$ cat src/rtl/sigmoid_pkg.sv
// ============================================================================
// sigmoid_pkg : Q8.24 constants, segment tables and FSM states for sigmoid_eval
// Revision    : 1.0
// ============================================================================
`default_nettype none

package sigmoid_pkg;

    localparam int          FRAC    = 24;
    localparam logic [31:0] ONE     = 32'h0100_0000;
    localparam logic [31:0] HALF    = 32'h0080_0000;
    localparam logic [2:0]  SEG_SAT = 3'd6;

    // Lower edge of each segment; anything at or beyond SEG_BOUND[6] is saturated.
    localparam logic [31:0] SEG_BOUND [0:6] = '{
        32'h0000_0000, 32'h0100_0000, 32'h0200_0000, 32'h0300_0000,
        32'h0400_0000, 32'h0500_0000, 32'h0600_0000
    };

    // Expansion point of each segment's polynomial (entry 7 is never selected).
    localparam logic [31:0] XC_TABLE [0:7] = '{
        32'h0000_0000, 32'h0180_0000, 32'h0280_0000, 32'h0380_0000,
        32'h0500_0000, 32'h0500_0000, 32'h0000_0000, 32'h0000_0000
    };

    typedef enum logic [2:0] {
        S_IDLE = 3'd0,
        S_SEG  = 3'd1,
        S_MUL1 = 3'd2,
        S_MUL2 = 3'd3,
        S_SUM  = 3'd4,
        S_DONE = 3'd5
    } state_t;

endpackage

`default_nettype wire

$ cat src/rtl/seg_encode.sv
// ============================================================================
// seg_encode : maps a non-negative Q8.24 magnitude to its segment code 0..6
// Revision   : 1.0
// ============================================================================
`default_nettype none

module seg_encode
    import sigmoid_pkg::*;
#(
    parameter int DWIDTH = 32
)
(
    input  logic [DWIDTH-1:0] a_i,
    output logic [2:0]        seg_o
);

    always_comb begin
        seg_o = 3'd0;
        for (int k = 1; k <= 6; k++) begin
            if (a_i >= DWIDTH'(SEG_BOUND[k])) begin
                seg_o = 3'(k);
            end
        end
    end

endmodule

`default_nettype wire

$ cat src/rtl/sigmoid_eval.sv
// ============================================================================
// sigmoid_eval : piecewise-polynomial sigmoid in Q8.24, one shared multiplier.
//                Define SIGMOID_TERM2_EN for the second-order term (extra cycle).
// Revision     : 1.0
// ============================================================================
`default_nettype none

module sigmoid_eval
    import sigmoid_pkg::*;
#(
    parameter int DWIDTH = 32
)
(
    input  logic              clk,
    input  logic              rst_n,
    input  logic              in_valid,
    output logic              in_ready,
    input  logic [DWIDTH-1:0] x_in,
    output logic [2:0]        seg,
    input  logic [DWIDTH-1:0] c0,
    input  logic [DWIDTH-1:0] c1,
    input  logic [DWIDTH-1:0] c2,
    output logic              out_valid,
    input  logic              out_ready,
    output logic [DWIDTH-1:0] y_out
);

    localparam logic [DWIDTH-1:0] C_ONE     = DWIDTH'(ONE);
    localparam logic [DWIDTH-1:0] C_MAX_POS = {1'b0, {(DWIDTH-1){1'b1}}};
    localparam logic [DWIDTH-1:0] C_MIN_NEG = {1'b1, {(DWIDTH-1){1'b0}}};

    state_t              state_q, state_d;
    logic                in_ready_q, in_ready_d;
    logic                out_valid_q, out_valid_d;
    logic                sign_q, sign_d;
    logic [DWIDTH-1:0]   a_q, a_d;
    logic [2:0]          seg_q, seg_d;
    logic [DWIDTH-1:0]   c0_q, c0_d;
    logic [DWIDTH-1:0]   c1_q, c1_d;
    logic [DWIDTH-1:0]   d_q, d_d;
    logic [DWIDTH-1:0]   p_q, p_d;
    logic [DWIDTH-1:0]   y_q, y_d;

    logic [DWIDTH-1:0]   w_abs;
    logic [2:0]          w_seg;
    logic [DWIDTH-1:0]   w_mul_a;
    logic [2*DWIDTH-1:0] w_prod;
    logic [DWIDTH-1:0]   w_p;
    logic [DWIDTH-1:0]   w_yp_raw;
    logic [DWIDTH-1:0]   w_yp;
    logic                w_unused_prod;

    // The most negative input has no positive twin; pin it to the largest magnitude.
    assign w_abs = !x_in[DWIDTH-1]   ? x_in      :
                   (x_in == C_MIN_NEG) ? C_MAX_POS : (~x_in + 1'b1);

    seg_encode #(
        .DWIDTH (DWIDTH)
    ) u_seg_encode (
        .a_i   (w_abs),
        .seg_o (w_seg)
    );

`ifdef SIGMOID_TERM2_EN
    logic [DWIDTH-1:0] c2_q, c2_d;

    always_comb begin
        w_mul_a = c1_q + p_q;
        if (state_q == S_MUL1) begin
            w_mul_a = c2_q;
        end
    end
`else
    logic w_unused_c2;

    assign w_unused_c2 = ^c2;
    assign w_mul_a     = c1_q;
`endif

    assign w_prod        = $signed(w_mul_a) * $signed(d_q);
    assign w_p           = w_prod[DWIDTH+FRAC-1:FRAC];
    assign w_unused_prod = ^{w_prod[2*DWIDTH-1:DWIDTH+FRAC], w_prod[FRAC-1:0]};

    assign w_yp_raw = (seg_q == SEG_SAT) ? C_ONE : (c0_q + p_q);
    assign w_yp     = w_yp_raw[DWIDTH-1]  ? '0    :
                      (w_yp_raw > C_ONE)  ? C_ONE : w_yp_raw;

    always_comb begin
        state_d = state_q;
        sign_d  = sign_q;
        a_d     = a_q;
        seg_d   = seg_q;
        c0_d    = c0_q;
        c1_d    = c1_q;
`ifdef SIGMOID_TERM2_EN
        c2_d    = c2_q;
`endif
        d_d     = d_q;
        p_d     = p_q;
        y_d     = y_q;

        case (state_q)
            S_IDLE: begin
                if (in_valid && in_ready_q) begin
                    sign_d  = x_in[DWIDTH-1];
                    a_d     = w_abs;
                    seg_d   = w_seg;
                    state_d = S_SEG;
                end
            end
            S_SEG: begin
                c0_d = c0;
                c1_d = c1;
                d_d  = a_q - DWIDTH'(XC_TABLE[seg_q]);
`ifdef SIGMOID_TERM2_EN
                c2_d    = c2;
                state_d = S_MUL1;
`else
                state_d = S_MUL2;
`endif
            end
            S_MUL1: begin
                p_d     = w_p;
                state_d = S_MUL2;
            end
            S_MUL2: begin
                p_d     = w_p;
                state_d = S_SUM;
            end
            S_SUM: begin
                y_d     = sign_q ? (C_ONE - w_yp) : w_yp;
                state_d = S_DONE;
            end
            S_DONE: begin
                if (out_ready) begin
                    state_d = S_IDLE;
                end
            end
            default: begin
                state_d = S_IDLE;
            end
        endcase

        // Handshake flags are registered so both read 0 throughout reset.
        in_ready_d  = (state_d == S_IDLE);
        out_valid_d = (state_d == S_DONE);
    end

    always_ff @(posedge clk or negedge rst_n) begin
        if (!rst_n) begin
            state_q     <= S_IDLE;
            in_ready_q  <= 1'b0;
            out_valid_q <= 1'b0;
            sign_q      <= 1'b0;
            a_q         <= '0;
            seg_q       <= 3'd0;
            c0_q        <= '0;
            c1_q        <= '0;
`ifdef SIGMOID_TERM2_EN
            c2_q        <= '0;
`endif
            d_q         <= '0;
            p_q         <= '0;
            y_q         <= '0;
        end else begin
            state_q     <= state_d;
            in_ready_q  <= in_ready_d;
            out_valid_q <= out_valid_d;
            sign_q      <= sign_d;
            a_q         <= a_d;
            seg_q       <= seg_d;
            c0_q        <= c0_d;
            c1_q        <= c1_d;
`ifdef SIGMOID_TERM2_EN
            c2_q        <= c2_d;
`endif
            d_q         <= d_d;
            p_q         <= p_d;
            y_q         <= y_d;
        end
    end

    assign in_ready  = in_ready_q;
    assign out_valid = out_valid_q;
    assign y_out     = y_q;
    assign seg       = seg_q;

endmodule

`default_nettype wire

$ cat config.mk
export PLATFORM = sky130hd
export DESIGN_NAME = sigmoid_eval
export DESIGN_NICKNAME = d
export VERILOG_FILES = /design/src/rtl/sigmoid_pkg.sv /design/src/rtl/seg_encode.sv /design/src/rtl/sigmoid_eval.sv
export SDC_FILE = /design/constraint.sdc
export NUM_CORES = 2
export LEC_CHECK = 0
export BUFFER_PORTS_ARGS = -buffer_cell sky130_fd_sc_hd__buf_2
export CAP_MARGIN = 15
export CORE_ASPECT_RATIO = 1.2
export CORE_MARGIN = 4
export CORE_UTILIZATION = 45
export DETAILED_ROUTE_END_ITERATION = 7
export PLACE_DENSITY = 0.67
export SLEW_MARGIN = 20
export SYNTH_ARGS = -nofsm -noshare
export SYNTH_HDL_FRONTEND = slang
export SYNTH_SLANG_ARGS = --single-unit
export TNS_END_PERCENT = 10
$ cat constraint.sdc
create_clock -name clk -period 23.1 [get_ports clk]
set_clock_uncertainty 0.1 [all_clocks]
set_input_delay 3.465 -clock clk [delete_from_list [all_inputs] [get_ports clk]]
set_output_delay 3.465 -clock clk [all_outputs]
set_load 0.005 [all_outputs]
==> out/qor.yml <==
synthesis:
  synthesis.instances: 4611
  synth_edf_count: 0
  postSynth.asyncResetShare: 1.00
  syn_area_um2: 43500
  yosys.area.top_type: "fa_1"
  yosysTopAreaCellShare: 0.453
  yosys_warnings: 0
  synthFlopType: "dfrtp_1"
  synth-seq-cells: 201
  synth_cell_type_count: 84
  synthTopCellsByCount: "fa_1 (984), inv_1 (913), nand2_1 (671)"
  synth-seq-area-share: 0.116
  yosys-top-cells-area: "fa_1 (45%), dfrtp_1 (12%), inv_1 (7.9%)"
  post-synth-top-count-cell: "fa_1"
  synth_area_per_cell_um2: 9.43
  syn_nets: 5935
placed_design:
  routabilityCongestion: 0.895
  hpwl_um: 88900
  portBuffers: 136
  dp.cells: 5819
sta:
  setup_violations: 0
  finalCritPeriodShare: 0.390
  report.final.slew_viol_count: 0
  rsz0062_at_grt: "no"
  fmax_mhz: 111
  hold_violations: 0
  setup_tns_ns: 0
  maxSlewHeadroom: 0.301
  tightest_slew_ns: 1.05
  period_needed_ns: 9.02
die:
  initial_core_util: 0.455
  dieWidth_um: 292
  rows: 124
  coreArea_um2: 95600
  die_y_um: 349
  die-area_um2: 102000
  io_pins: 169
global_routing:
  first_global_vias: 34629
  grt_pass1_wl_um: 188000
  grt.total_usage: 0.233
  grt_max_degree: 79
  grt_overflow_total: 0
  antenna_found_initial: 9
critical_path:
  path_buf_inv: 4
  cp.depth: 26
  slowest_delay_ns: 0.74
  cp.arrival_ns: 9.38
  critPathKind: "reg2reg"
  worstSetupEndpointType: "flip-flop"
  reg2reg_setup_slack_ns: 14.08
  startpoint_type: "flip-flop"
  reg2reg_to: "p_q[30]"
  cpMostUsedCell: "fa_1"
  path_delay_family: "adder cells"
  worstPathMaxFanout: 21
  r2r-start: "d_q[2]"
  slowest_stage: "dfrtp_1"
  crit_required_ns: 23.46
  reg2reg_depth: 26
  cp-startpoint: "d_q[2]"
cts:
  htreeDepth: 1
  cts_resized: 0
  ctsHoldBuffers: 0
  clock_latency_ns: 0.58
  cts-root-buf: "clkbuf_16"
  path_clk_slew_ns: 0.06
  cts_buffer_depth: 3
  postCtsSetupRepairBufs: 0
  cts.sinks: 201
  cts_tree: "built"
  cts-buffers-inserted: 25
finish:
  fin_cells: 5868
  final-seq-area_um2: 5040
  area_growth_pct: 6.16
  nets: 5910
  fillers: 8998
  multi_input_area_um2: 34100
  drive_above_1_share: 0.0810
hold_path:
  hold-path-cell-count: 1
  worst_hold_path.endpoint: "y_out[19]"
  hold_path_class: "reg2reg"
  hold_start: "y_out[19]"
status:
  status: "finished clean"
detailed_routing:
  wire_per_inst_um: 19.6
  viasPerCell: 5.37
  num_vias: 31523
  post-route-drc-count: 0
  antenna_left: 0
  drtIter0Drc: 1968
  drtPass1Iterations: 6
  routed_wirelength_um: 115000
job:
  cap_violations: 0
## sequential cells by signal, indices dropped and copies added, names as in the netlist
| name | count |
|---|---|
| sign_q | 1 |
| a_q | 32 |
| d_q | 32 |
| in_ready | 1 |
| seg | 3 |
| out_valid | 1 |
| y_out | 32 |
| p_q | 32 |
| c1_q | 32 |
| state_q | 3 |
| c0_q | 32 |
## per-layer routing
layer	track usage	vias to the layer above	share of wire
li1	-	13785	-
met1	0.278	16515	0.37
met2	0.430	911	0.53
met3	0.0262	312	0.048
met4	0.0890	0	0.047
met5	0	-	0
## kinds of logic (layout without fill, tap and decap cells)
| logic type | Yosys count | after routing | synth area share |
|---|---|---|---|
| xor gates and xnor gates | 121 | 121 | 0.0244 |
| adders and majority gates | 1192 | 1192 | 0.513 |
| and+or+nand+nor | 1433 | 1433 | 0.161 |
| DFF | 201 | 201 | 0.116 |
| buffers and inverters | 1169 | 1162 | 0.101 |
| muxes | 95 | 95 | 0.0245 |
| other | 0 | 4 | 0 |
| AOI/OAI and AO/OA | 400 | 400 | 0.0608 |
## worst max-delay path by stage
stage	end	slack, ns
2_1_floorplan	p_q[30]	15.60
3_3_place_gp	p_q[30]	14.12
3_5_place_dp	p_q[30]	14.08
4_1_cts	p_q[30]	14.05
5_1_grt	p_q[30]	13.59
6_report	p_q[30]	14.08
## layout by cell type, fill, tap and decap left out, types with 20 or more instances in the layout
master,count
a21o_1,36
a21oi_1,88
a31oi_1,45
and2_1,450
buf_2,135
buf_4,67
clkbuf_16,25
dfrtp_1,196
fa_1,984
ha_1,208
inv_1,913
mux2_2,90
nand2_1,671
nand3_1,33
nor2_1,117
nor2b_1,25
nor3_1,34
o21ai_0,96
o31ai_1,20
xnor2_1,64
xor2_1,57
## stage by stage
step | area (um2) | utilization | hold WS (ns) | setup WS, ns
final | 46200 | 0.483 | 0.371 | 14.08
after global routing | 46200 | 0.483 | 0.405 | 13.59
after CTS | 46200 | 0.483 | 0.375 | 14.05
after detailed placement | 45300 | 0.474 | 0.361 | 14.08
after global placement | 45300 | 0.474 | 0.356 | 14.12
after floorplan | 43500 | - | 0.353 | 15.60
## final cells by class
cell class              instances  share of cell area
clock buffers                  32              0.0146
multi-input cells            3241               0.738
repair buffers                203              0.0259
flip-flops and latches        201               0.109
clock inverters                13             0.00404
inverters                     914              0.0743
diodes                          4            0.000217
well taps                    1260              0.0341
Power is left out: the tool's default activity adds up to more than one toggle a clock period on the data nets, which glitch-free logic cannot reach.
